File: config.mk
export PLATFORM = sky130hd
export DESIGN_NAME = alu_exec_unit
export DESIGN_NICKNAME = d
export VERILOG_FILES = /design/src/rtl/exec_pkg.sv /design/src/rtl/alu_core.sv /design/src/rtl/alu_exec_unit.sv
export SDC_FILE = /design/constraint.sdc
export NUM_CORES = 1
export LEC_CHECK = 0
export CELL_PAD_IN_SITES_DETAIL_PLACEMENT = 0
export CELL_PAD_IN_SITES_GLOBAL_PLACEMENT = 1
export CORE_UTILIZATION = 39
export CTS_CLUSTER_SIZE = 20
export DETAILED_ROUTE_END_ITERATION = 7
export PLACE_DENSITY = 0.73
export SLEW_MARGIN = 0
export SYNTH_ARGS = -nofsm -noshare
export SYNTH_HDL_FRONTEND = slang
export SYNTH_HIERARCHICAL = 1
export SYNTH_SLANG_ARGS = --single-unit
File: constraint.sdc
create_clock -name clk -period 9.35 [get_ports clk]
set_input_delay 1.4025 -clock clk [delete_from_list [all_inputs] [get_ports clk]]
set_output_delay 1.4025 -clock clk [all_outputs]
set_load 0.01 [all_outputs]
File: src/rtl/exec_pkg.sv
// Shared definitions for the integer execution unit: widths, ALU opcodes,
// and the request/response payload shapes exchanged with RSV and ROB.
package exec_pkg;

    localparam int unsigned XLEN      = 32;
    localparam int unsigned ROB_IDX_W = 4;
    localparam int unsigned OP_W      = 4;

    typedef enum logic [OP_W-1:0] {
        ALU_ADD   = 4'd0,
        ALU_SUB   = 4'd1,
        ALU_AND   = 4'd2,
        ALU_OR    = 4'd3,
        ALU_XOR   = 4'd4,
        ALU_SLL   = 4'd5,
        ALU_SRL   = 4'd6,
        ALU_SRA   = 4'd7,
        ALU_SLT   = 4'd8,
        ALU_SLTU  = 4'd9,
        ALU_PASSB = 4'd10
    } alu_op_e;

    typedef struct packed {
        logic [ROB_IDX_W-1:0] rob_idx;
        logic [OP_W-1:0]      op;
        logic [XLEN-1:0]      a;
        logic [XLEN-1:0]      b;
    } exec_req_t;

    typedef struct packed {
        logic [ROB_IDX_W-1:0] rob_idx;
        logic [XLEN-1:0]      data;
        logic                 exc;
    } fill_rsp_t;

endpackage

File: src/rtl/alu_core.sv
// Purely combinational ALU: (op, a, b) -> (result, illegal).
module alu_core
    import exec_pkg::*;
#(
    parameter int unsigned XLEN = exec_pkg::XLEN,
    parameter int unsigned OP_W = exec_pkg::OP_W
) (
    input  logic [OP_W-1:0] i_op,
    input  logic [XLEN-1:0] i_a,
    input  logic [XLEN-1:0] i_b,
    output logic [XLEN-1:0] o_result,
    output logic            o_illegal
);

    localparam int unsigned SHW = $clog2(XLEN);

    logic [SHW-1:0] w_shamt;
    logic           w_lt_s;
    logic           w_lt_u;

    assign w_shamt = i_b[SHW-1:0];
    assign w_lt_s  = $signed(i_a) < $signed(i_b);
    assign w_lt_u  = i_a < i_b;

    // Opcode decode; unknown opcodes yield zero and raise the illegal flag
    always_comb begin
        o_result  = '0;
        o_illegal = 1'b0;
        case (i_op)
            ALU_ADD:   o_result = i_a + i_b;
            ALU_SUB:   o_result = i_a - i_b;
            ALU_AND:   o_result = i_a & i_b;
            ALU_OR:    o_result = i_a | i_b;
            ALU_XOR:   o_result = i_a ^ i_b;
            ALU_SLL:   o_result = i_a << w_shamt;
            ALU_SRL:   o_result = i_a >> w_shamt;
            ALU_SRA:   o_result = $signed(i_a) >>> w_shamt;
            ALU_SLT:   o_result = {{(XLEN-1){1'b0}}, w_lt_s};
            ALU_SLTU:  o_result = {{(XLEN-1){1'b0}}, w_lt_u};
            ALU_PASSB: o_result = i_b;
            default:   o_illegal = 1'b1;
        endcase
    end

endmodule

File: src/rtl/alu_exec_unit.sv
// Two-stage integer execution unit: S1 operand latch, S2 result register
// feeding the ROB fill port, with full backpressure and synchronous flush.
module alu_exec_unit
    import exec_pkg::*;
#(
    parameter int unsigned XLEN      = exec_pkg::XLEN,
    parameter int unsigned ROB_IDX_W = exec_pkg::ROB_IDX_W,
    parameter int unsigned OP_W      = exec_pkg::OP_W
) (
    input  logic                 clk,
    input  logic                 rst_n,
    input  logic                 flush,
    input  logic                 issue_valid,
    output logic                 issue_ready,
    input  logic [ROB_IDX_W-1:0] issue_rob_idx,
    input  logic [OP_W-1:0]      issue_op,
    input  logic [XLEN-1:0]      issue_src_a,
    input  logic [XLEN-1:0]      issue_src_b,
    input  logic [XLEN-1:0]      issue_imm,
    input  logic                 issue_use_imm,
    output logic                 fill_valid,
    input  logic                 fill_ready,
    output logic [ROB_IDX_W-1:0] fill_rob_idx,
    output logic [XLEN-1:0]      fill_data,
    output logic                 fill_exc,
    output logic [1:0]           busy_cnt
);

    logic                 r_s1_v;
    logic [ROB_IDX_W-1:0] r_s1_idx;
    logic [OP_W-1:0]      r_s1_op;
    logic [XLEN-1:0]      r_s1_a;
    logic [XLEN-1:0]      r_s1_b;

    logic                 r_s2_v;
    logic [ROB_IDX_W-1:0] r_s2_idx;
    logic [XLEN-1:0]      r_s2_data;
    logic                 r_s2_exc;

    logic                 w_s2_adv;
    logic                 w_accept;
    logic [XLEN-1:0]      w_alu_result;
    logic                 w_alu_illegal;

    // issue_ready depends only on state, flush and fill_ready, never on issue_valid
    assign w_s2_adv    = r_s1_v & (~r_s2_v | fill_ready);
    assign issue_ready = ~flush & (~r_s1_v | w_s2_adv);
    assign w_accept    = issue_valid & issue_ready;

    alu_core #(
        .XLEN (XLEN),
        .OP_W (OP_W)
    ) u_alu_core (
        .i_op      (r_s1_op),
        .i_a       (r_s1_a),
        .i_b       (r_s1_b),
        .o_result  (w_alu_result),
        .o_illegal (w_alu_illegal)
    );

    // S1: latch operands on accept, empty when moved on without a refill
    always_ff @(posedge clk or negedge rst_n) begin
        if (!rst_n) begin
            r_s1_v   <= 1'b0;
            r_s1_idx <= '0;
            r_s1_op  <= '0;
            r_s1_a   <= '0;
            r_s1_b   <= '0;
        end else if (flush) begin
            r_s1_v <= 1'b0;
        end else if (w_accept) begin
            r_s1_v   <= 1'b1;
            r_s1_idx <= issue_rob_idx;
            r_s1_op  <= issue_op;
            r_s1_a   <= issue_src_a;
            r_s1_b   <= issue_use_imm ? issue_imm : issue_src_b;
        end else if (w_s2_adv) begin
            r_s1_v <= 1'b0;
        end
    end

    // S2: register the ALU result on advance, empty once the ROB takes it
    always_ff @(posedge clk or negedge rst_n) begin
        if (!rst_n) begin
            r_s2_v    <= 1'b0;
            r_s2_idx  <= '0;
            r_s2_data <= '0;
            r_s2_exc  <= 1'b0;
        end else if (flush) begin
            r_s2_v <= 1'b0;
        end else if (w_s2_adv) begin
            r_s2_v    <= 1'b1;
            r_s2_idx  <= r_s1_idx;
            r_s2_data <= w_alu_result;
            r_s2_exc  <= w_alu_illegal;
        end else if (fill_ready) begin
            r_s2_v <= 1'b0;
        end
    end

    assign fill_valid   = r_s2_v;
    assign fill_rob_idx = r_s2_idx;
    assign fill_data    = r_s2_data;
    assign fill_exc     = r_s2_exc;
    assign busy_cnt     = {1'b0, r_s1_v} + {1'b0, r_s2_v};

endmodule
# == After elaboration in Yosys (flattened, before gate mapping) ==
# Cells that the tools add are included.
# classes
add_sub_neg,3
shift,3
n_reduce_logical,6
eq_ne,10
n_bitwise,11
n_mux,9
magnitude_cmp,2
# ops
operator,n
$pmux W32 S11,1
$lt A32 B32 Y1,2
$add A32 B32 Y32,1
$and A32 B32 Y32,1
$mux W32,1
$or A32 B32 Y32,1
$shl A32 B5 Y32,1
$shr A32 B5 Y32,1
$sshr A32 B5 Y32,1
$sub A32 B32 Y32,1
$xor A32 B32 Y32,1
$eq A4 B3 Y1 const B,4
$eq A4 B4 Y1 const B,3
$reduce_or A11 Y1,1
$eq A4 B2 Y1 const B,2
$mux W1,7
$reduce_bool A3 Y1,2
$eq A4 B1 Y1 const B,1
$logic_not A4 Y1,1
$reduce_and A2 Y1,2
$and A1 B1 Y1,3
$not A1 Y1,3
$add A1 B1 Y2,1
$or A1 B1 Y1,2
# word_totals
register_bits,111
out_inout_bits,41

# == Logic depth before layout (Yosys ltp) ==
# Gate-level depths: netlist of the first run.
# depth
ltp_word,8
ltp_mapped,16

# == Hierarchy ==
# Netlist of the first run, hierarchy kept.
# modules_own_cells
mod,area_each_um2,instances,cells_each
alu_core,8775.9,1,1291
alu_exec_unit,4887.2,1,278

# == Worst setup path before layout of the first run ==
# Ideal clock, no wire load.
# synth_path
path_kind,register to register
startpoint,register r_s1_b[3]
endpoint,"register r_s2_data[27], in the netlist fill_data[27]"
setup_slack_ns,5.784
stages_incl_launch_ff,17
setup_ns,0.125
t_arrival_ns,3.441
synth_period_minus_slack_ns,3.566
path_cell_list,dfrtp_1 clkbuf_1 inv_1 clkbuf_1 buf_1 ha_1 buf_2 a21oi_2 o22ai_1 a211oi_2 o22ai_1 a221oi_1 o22ai_1 a21oi_1 xnor2_1 o211ai_1 mux2_2
# synth_via
elab_chain_len,2
# synth_lines
element,line,rtl
start: declaration,alu_exec_unit.sv:33,logic [XLEN-1:0] r_s1_b;
start signal: assignment,alu_exec_unit.sv:76,r_s1_b <= issue_use_imm ? issue_imm : issue_src_b;
$sub A32 B32 Y32 (tied with other cells),alu_core.sv:31,ALU_SUB: o_result = i_a - i_b;
$pmux W32 S11 *,alu_core.sv:29,case (i_op)
via w_alu_result[27],alu_exec_unit.sv:42,logic [XLEN-1:0] w_alu_result;
end signal: assignment,alu_exec_unit.sv:94,r_s2_data <= w_alu_result;
end: declaration,alu_exec_unit.sv:37,logic [XLEN-1:0] r_s2_data;
# The timed path passes the listed nets; every way through them passes the cells marked *.
# A chain may end at the register's enable or synchronous reset.

# == Final worst setup path of the first run ==
# layout_path
startpoint,register r_s1_b[4]
endpoint,"register r_s2_data[27], in the netlist fill_data[27]"
# The elaborated chain is that of the path after synthesis.

==> results by group, run 1 <==
GRT
  • Vias in the first global route: 12940
  • Overflow after GRT: 0
  • First-pass GRT wire length: 85280 µm
  • Largest net degree at the start of global routing: 74
  • Total global-route track usage: about a third
  • Initial antenna violation count: 1

Timing
  • RSZ-0062 raised after global routing: false
  • Worst Hold Slack: 506.0 ps
  • Achievable frequency: 235.6 MHz
  • Tcrit/Tclk final: between 40% and 50%
  • Endpoints failing setup: 0
  • Tmin final: 4245 ps
  • Clk_skew: 17.28 ps
  • Fin Setup TNS: 0 ps
  • Max-slew headroom: 31.60%
  • Pins Over Slew Limit: 0
  • Final Hold Viols: 0
  • Slew at the pin with the worst max-slew slack: 1018 ps

Worst setup path
  • CP Capture Type: register
  • Critical path, cell by cell: buf_4 -> inv_1 -> ha_1 -> nor3b_1 -> nor3_2 -> a21oi_2 -> o31a_1 -> a211o_1 -> a41oi_2 -> a21oi_1 -> xnor2_1 -> o211ai_1 -> mux2_2
  • Worst path slowest cell: ha_1
  • Setup crit end: fill_data[27]
  • Worst Path Arrival: 4540 ps
  • Setup crit start kind: register
  • Slowest stage delay, CP: 630 ps
  • Worst reg2reg path endpoint: fill_data[27]
  • R2r worst-path depth: 13
  • Data required time of the critical path: 9640 ps
  • Maximum fanout along the worst path: between 50 and 60
  • Reg2reg start: r_s1_b[4]
  • Critical setup path kind: reg -> reg
  • Crit path from: r_s1_b[4]
  • Reg2Reg Setup Slack: just over 5000 ps

Placement
  • DP HPWL: 42410 µm
  • Input/output buffers: 150
  • Gpl congestion: ~0.99
  • Post-Place Cells: 2086

Floorplanning
  • Die Width: 189.2 µm
  • IO Pins: between 150 and 200
  • Die area: between 0.03 and 0.04 mm²
  • Starting Density: 39.55%
  • Core Footprint: 0.03454 mm²
  • Site Rows: 68
  • Die height: 189.2 µm

CTS
  • Clock-pin slew on the worst setup and hold paths: 90 ps
  • Setup bufs post-CTS: 0
  • Hold-fix buffers, CTS: 0
  • CTS sink cnt: 111
  • CTS tree: built
  • CTS-repair resized insts: 0
  • Clock buffer depth: 2
  • TritonCTS buffer count: 9
  • Root buffer cell: clkbuf_16
  • H-Tree Depth: 3
  • Clk_lat worst skew: 400 ps

Drt
  • Via count: 13250
  • First drt pass iteration count: 5
  • Wire per inst: 26.98 µm
  • Post-Route WL: between 50000 and 60000 µm
  • Routed vias/inst: 6.305
  • Post-DRT Antenna Nets: 0
  • Post-route DRC: 0
  • DRT iter0 DRCs: 1432

Logic synthesis
  • Avg Cell Area, Syn: roughly 8.7 µm²
  • Post-synthesis sequential area ratio: 20.33%
  • Yosys warns: 6
  • Count leader, synth: nor2_1
  • Post-synth top flop: dfrtp_1
  • Gate Count Post-Synth: 1569
  • Distinct cell type count after synthesis: 87
  • Post-synthesis register bit count: 111
  • Commonest cells in the netlist: 182 x nor2_1, 123 x a21oi_1, 111 x dfrtp_1
  • Post-synth EDFFs: 0
  • Synth area leaders: dfrtp_1 20%, ha_1 9.3%, mux2_4 7.9%
  • Cell Area, Synth: 0.01366 mm²
  • Synth top area share: 20.33%
  • FFs w/ async S/R, synth: 100.0%
  • Synth area leader: dfrtp_1
  • Synth Net Count: around 1800

Final layout
  • Antenna diode count: 0
  • Final #Nets: 1856
  • Final cell utilization of the core: 45.15%
  • Filler cells: approximately 3400
  • Area grow syn2layout: 14.14%
  • Share of cells above drive strength 1: 17.07%
  • Non-Filler Instances: 2101

Min path
  • Hold/Removal Path Class: reg -> reg

Power
  • Maximum vdd drop: 0.1936 mV
  • PD cells: around 220 mW/mm²
  • Leakage: 6.637 nW

Run status
  • Status: finished clean

Flow run
  • Max Cap Viol: 0
## worst max-delay path, delay by kind of cell (launching register included)
family,cells,cell delay (ps)
AOI/OAI and AO/OA,6,1290
xor gates and xnor gates,1,230
adders and majority gates,1,630
buffers and inverters,2,970
DFF,1,340
muxes,1,290
and+or+nand+nor,2,370
## placed cells by master (no fill, tap or decap), drive strengths merged, types with 8 or more instances in the layout
master         netlist  layout
nand2               92      92
mux2               154     154
a211oi              26      26
a211o               13      13
a21o                14      14
xnor2               20      20
mux2i               35      35
ha                 102     102
a221oi              28      28
dfrtp              111     111
o2111ai              8       8
clkdlybuf4s50        0     148
a22oi               19      19
nand2b               8       8
o21ai              100     100
buf                 70      30
o31ai               12      12
nand3               40      40
nor3                29      29
clkbuf              46      10
inv                 98      98
o22ai                9       9
nor4                13      13
nor2b               10      10
a31oi               16      16
o21bai              12      12
nor2               182     182
o221ai               8       8
mux4                41      41
o211ai              24      24
a21oi              131     131
## stage by stage
| step | instance area, µm² | setup WS, ps | total power, mW |
|---|---|---|---|
| after floorplan | 13660 | 5784 | 2.132 |
| after global placement | 15310 | 5257 | 2.895 |
| after detailed placement | 15310 | 5214 | 2.893 |
| after CTS | 15600 | 5201 | 3.327 |
| after global routing | 15600 | 4838 | 3.557 |
| final | 15600 | 5105 | 3.353 |
## state kept, by name, summed over array words and instances, names as in the netlist
name          cells
r_s1_a           32
r_s1_b           32
r_s1_op           4
fill_rob_idx      4
fill_data        32
fill_exc          1
r_s1_v            1
fill_valid        1
r_s1_idx          4
## cell families (layout without fill, tap and decap cells)
group	after synthesis	after routing	synth area share, %
XOR/XNOR	25	25	1.603
AND/OR/NAND/NOR	415	415	13.75
AO/OA/AOI/OAI	469	469	23.05
flip-flops	111	111	20.33
adder cells (fa/ha/maj)	104	104	9.634
multiplexers	230	230	23.99
buffers and inverters	215	292	7.637
## metal layers
layer	share of wire [%]	global-route usage [%]	up-vias
met5	0.030	0	-
met4	5.0	15.42	2
met3	6.8	5.264	107
met2	45	49.92	641
met1	44	42.96	6569
li1	-	-	5927
## area by class of cell
type,count,area [µm²],share of cell area [%]
Sequential cell,111,2784,17.85
Clock inverter,5,58.81,0.3771
Timing Repair Buffer,178,1704,10.93
Inverter,99,371.6,2.383
Tap cell,455,569.3,3.651
Clock buffer,10,229.0,1.468
Multi-Input combinational cell,1243,9878,63.34
## power by group
part | switching, mW | total, mW | internal, mW | leakage (nW)
Sequential | 0.165 | 0.770 | 0.605 | 1.34
Combinational | 1.26 | 2.17 | 0.905 | 5.16
Clock | 0.206 | 0.413 | 0.207 | 0.135
## worst min-delay path by stage
stage	slack, ps	to	cells after the start	start
4_1_cts	510	r_s1_idx[0]	1	r_s1_idx[0]
3_5_place_dp	490	r_s1_a[24]	1	r_s1_a[24]
2_1_floorplan	480	r_s1_idx[0]	1	r_s1_idx[0]
6_report	510	fill_data[12]	1	fill_data[12]
5_1_grt	530	r_s1_idx[3]	1	r_s1_idx[3]
3_3_place_gp	490	r_s1_idx[3]	1	r_s1_idx[3]
Note: power is estimated with default switching activity, not from simulation.
==> run 2, diff against run 1 <==
Settings changed: PLACE_DENSITY 0.73 to 0.76.
Clock period 9.35 ns to 3.51 ns, I/O delays scaled along.
==> run 2 against run 1 <==
  * Clock skew down 1.4 ps
  * Sequential share of layout area down 1.3 points
  * Highest routed layer is now met4
  * Cell count up 7.4%
  * Largest cell class unchanged
  * Non-clock buffer count up 155
  * Fmax up 23%
  * Sequential power up 150%
==> results by group, run 2 (synthesis gave the netlist of run 1 again) <==
Final layout
  • Final cell utilization of the core: between 40 and 50%
  • Register area: 0.002784 mm²
  • Share of cells above drive strength 1: around a quarter
  • Area grow syn2layout: 23.43%
  • Antenna diode count: 0
  • Commonest cells after routing, fill and taps aside: 181 x nor2_1, 180 x buf_4, 148 x clkdlybuf4s50_1, 122 x a21oi_1, 108 x dfrtp_1
  • Most common cell after layout, fill and taps aside: nor2_1
  • Filler cells: 3403
  • Final #Nets: 2011
  • Area of the multi-input gates: 0.009928 mm²

Drt
  • Post-Route WL: between 60000 and 70000 µm
  • DRT iter0 DRCs: about 1400
  • Post-DRT Antenna Nets: 0
  • Wire per inst: between 20 and 30 µm
  • Post-route DRC: 0
  • Via count: 13760
  • Routed vias/inst: 6.097
  • First drt pass iteration count: 5

Timing
  • Slew at the pin with the worst max-slew slack: 902.0 ps
  • RSZ-0062 raised after global routing: true
  • Tcrit/Tclk final: a little over nine tenths
  • Clk_skew: 15.83 ps
  • Endpoints failing setup: 0
  • Max-slew headroom: 39.86%
  • Final Hold Viols: 0
  • Fin Setup TNS: 0 ps
  • Pins Over Slew Limit: 0
  • Tmin final: 3458 ps
  • Achievable frequency: 289.2 MHz

GRT
  • Initial antenna violation count: 0
  • Vias in the first global route: about 13000
  • Largest net degree at the start of global routing: 71
  • Total global-route track usage: between 30% and 40%
  • Overflow after GRT: 0
  • First-pass GRT wire length: around 90000 µm

CTS
  • Setup bufs post-CTS: 0
  • Clock buffer depth: 2
  • Clock-pin slew on the worst setup and hold paths: 80 ps
  • Hold-fix buffers, CTS: 0
  • Root buffer cell: clkbuf_16
  • CTS tree: built
  • TritonCTS buffer count: 9
  • CTS sink cnt: 111
  • H-Tree Depth: 3
  • Clk_lat worst skew: 410 ps

Power
  • Total chip power: around 9.6 mW
  • Maximum vdd drop: 0.3896 mV
  • Leakage: 7.412 nW
  • PD cells: around 570 mW/mm²

Floorplanning
  • IO Pins: roughly 150
  • Starting Density: 39.55%
  • Die Width: 189.2 µm
  • Die area: 0.03579 mm²
  • Die height: 189.2 µm
  • Core Footprint: 0.03454 mm²
  • Site Rows: around 70

Worst setup path
  • Critical setup path kind: reg -> reg
  • Data required time of the critical path: 3800 ps
  • CP Capture Type: register
  • Maximum fanout along the worst path: 4
  • Setup crit start kind: register
  • Worst Path Arrival: around 3800 ps

Min path
  • Hold/Removal Path Class: in -> async

Placement
  • Input/output buffers: 150
  • DP HPWL: 48330 µm
  • Gpl congestion: 1.031

Run status
  • Status: finished clean

Flow run
  • Max Cap Viol: 0
## run 2: area by class of cell
cell class                 instances  area share (%)
clock inverter                     5          0.2448
clock buffer                      11           1.499
sequential                       111           16.51
inverter                          99           2.204
timing repair buffer             333           17.29
multi-input combinational       1243           58.87
tap                              455           3.376
## run 2: path summary, 6_finish.rpt
kind | start | to | slack [ps] | cells past startpoint
min in group clk | fill_data[1] | fill_data[1] | 510 | 1
hold / removal | rst_n | r_s1_a[10] | 80 | 1
hold reg to reg | fill_data[1] | fill_data[1] | 510 | 1
setup / recovery | r_s1_b[0] | fill_data[30] | 50 | 12
setup reg to reg | r_s1_b[0] | fill_data[30] | 50 | 12
max in group asynchronous | rst_n | r_s1_b[24] | 2580 | 2
## run 2: where the power goes
part	internal, mW	leakage [nW]	switching, mW
clock	0.527	0.144	0.573
sequential	1.61	1.34	0.283
combinational	2.90	5.93	3.73
total	5.04	7.41	4.58
## run 2: repair_timing
action	in CTS	in global routing
setup endpoints to repair	2	9
resized for setup	1	12
gates cloned	0	0
pin swaps	0	1
## run 2: per-stage QoR
stage / cells / setup slack (ps) / cell area (µm²) / hold WS (ps)
3_5_place_dp: 2241 / -11.29 / 16500 / 495.3
3_3_place_gp: 2241 / -29.67 / 16500 / 489.1
2_1_floorplan: 1569 / 3.481 / 13670 / 230.9
5_1_grt: 2257 / -4.195 / 16860 / 88.17
4_1_cts: 2257 / 51.92 / 16800 / 73.59
6_report: 2257 / 51.80 / 16860 / 75.12
## run 2: worst max-delay path: stages, from the launching register on
cell	delay, ps
dfrtp_4	520
ha_1	230
fa_1	410
o21ba_2	230
nor4_2	260
nand4bb_1	290
and3_2	310
o21ai_1	110
a31oi_1	220
a31oi_1	70
xor2_1	160
a211o_1	300
mux2_2	260
## run 2: per-layer routing
metal | share of wire [%] | wire length, µm | global-route usage (%) | up-vias
li1 | - | - | - | 6210
met1 | 42 | 25590 | 43.96 | 6779
met2 | 46 | 28070 | 55.71 | 647
met3 | 6.6 | 4029 | 5.283 | 124
met4 | 6.1 | 3764 | 20.04 | 0
met5 | 0 | 0 | 0 | -
==> run 3, diff against run 2 <==
Settings changed: CAP_MARGIN set to 20.
==> results of run 3 <==
No change in the layout: final DEF, timing and power equal those of run 2.
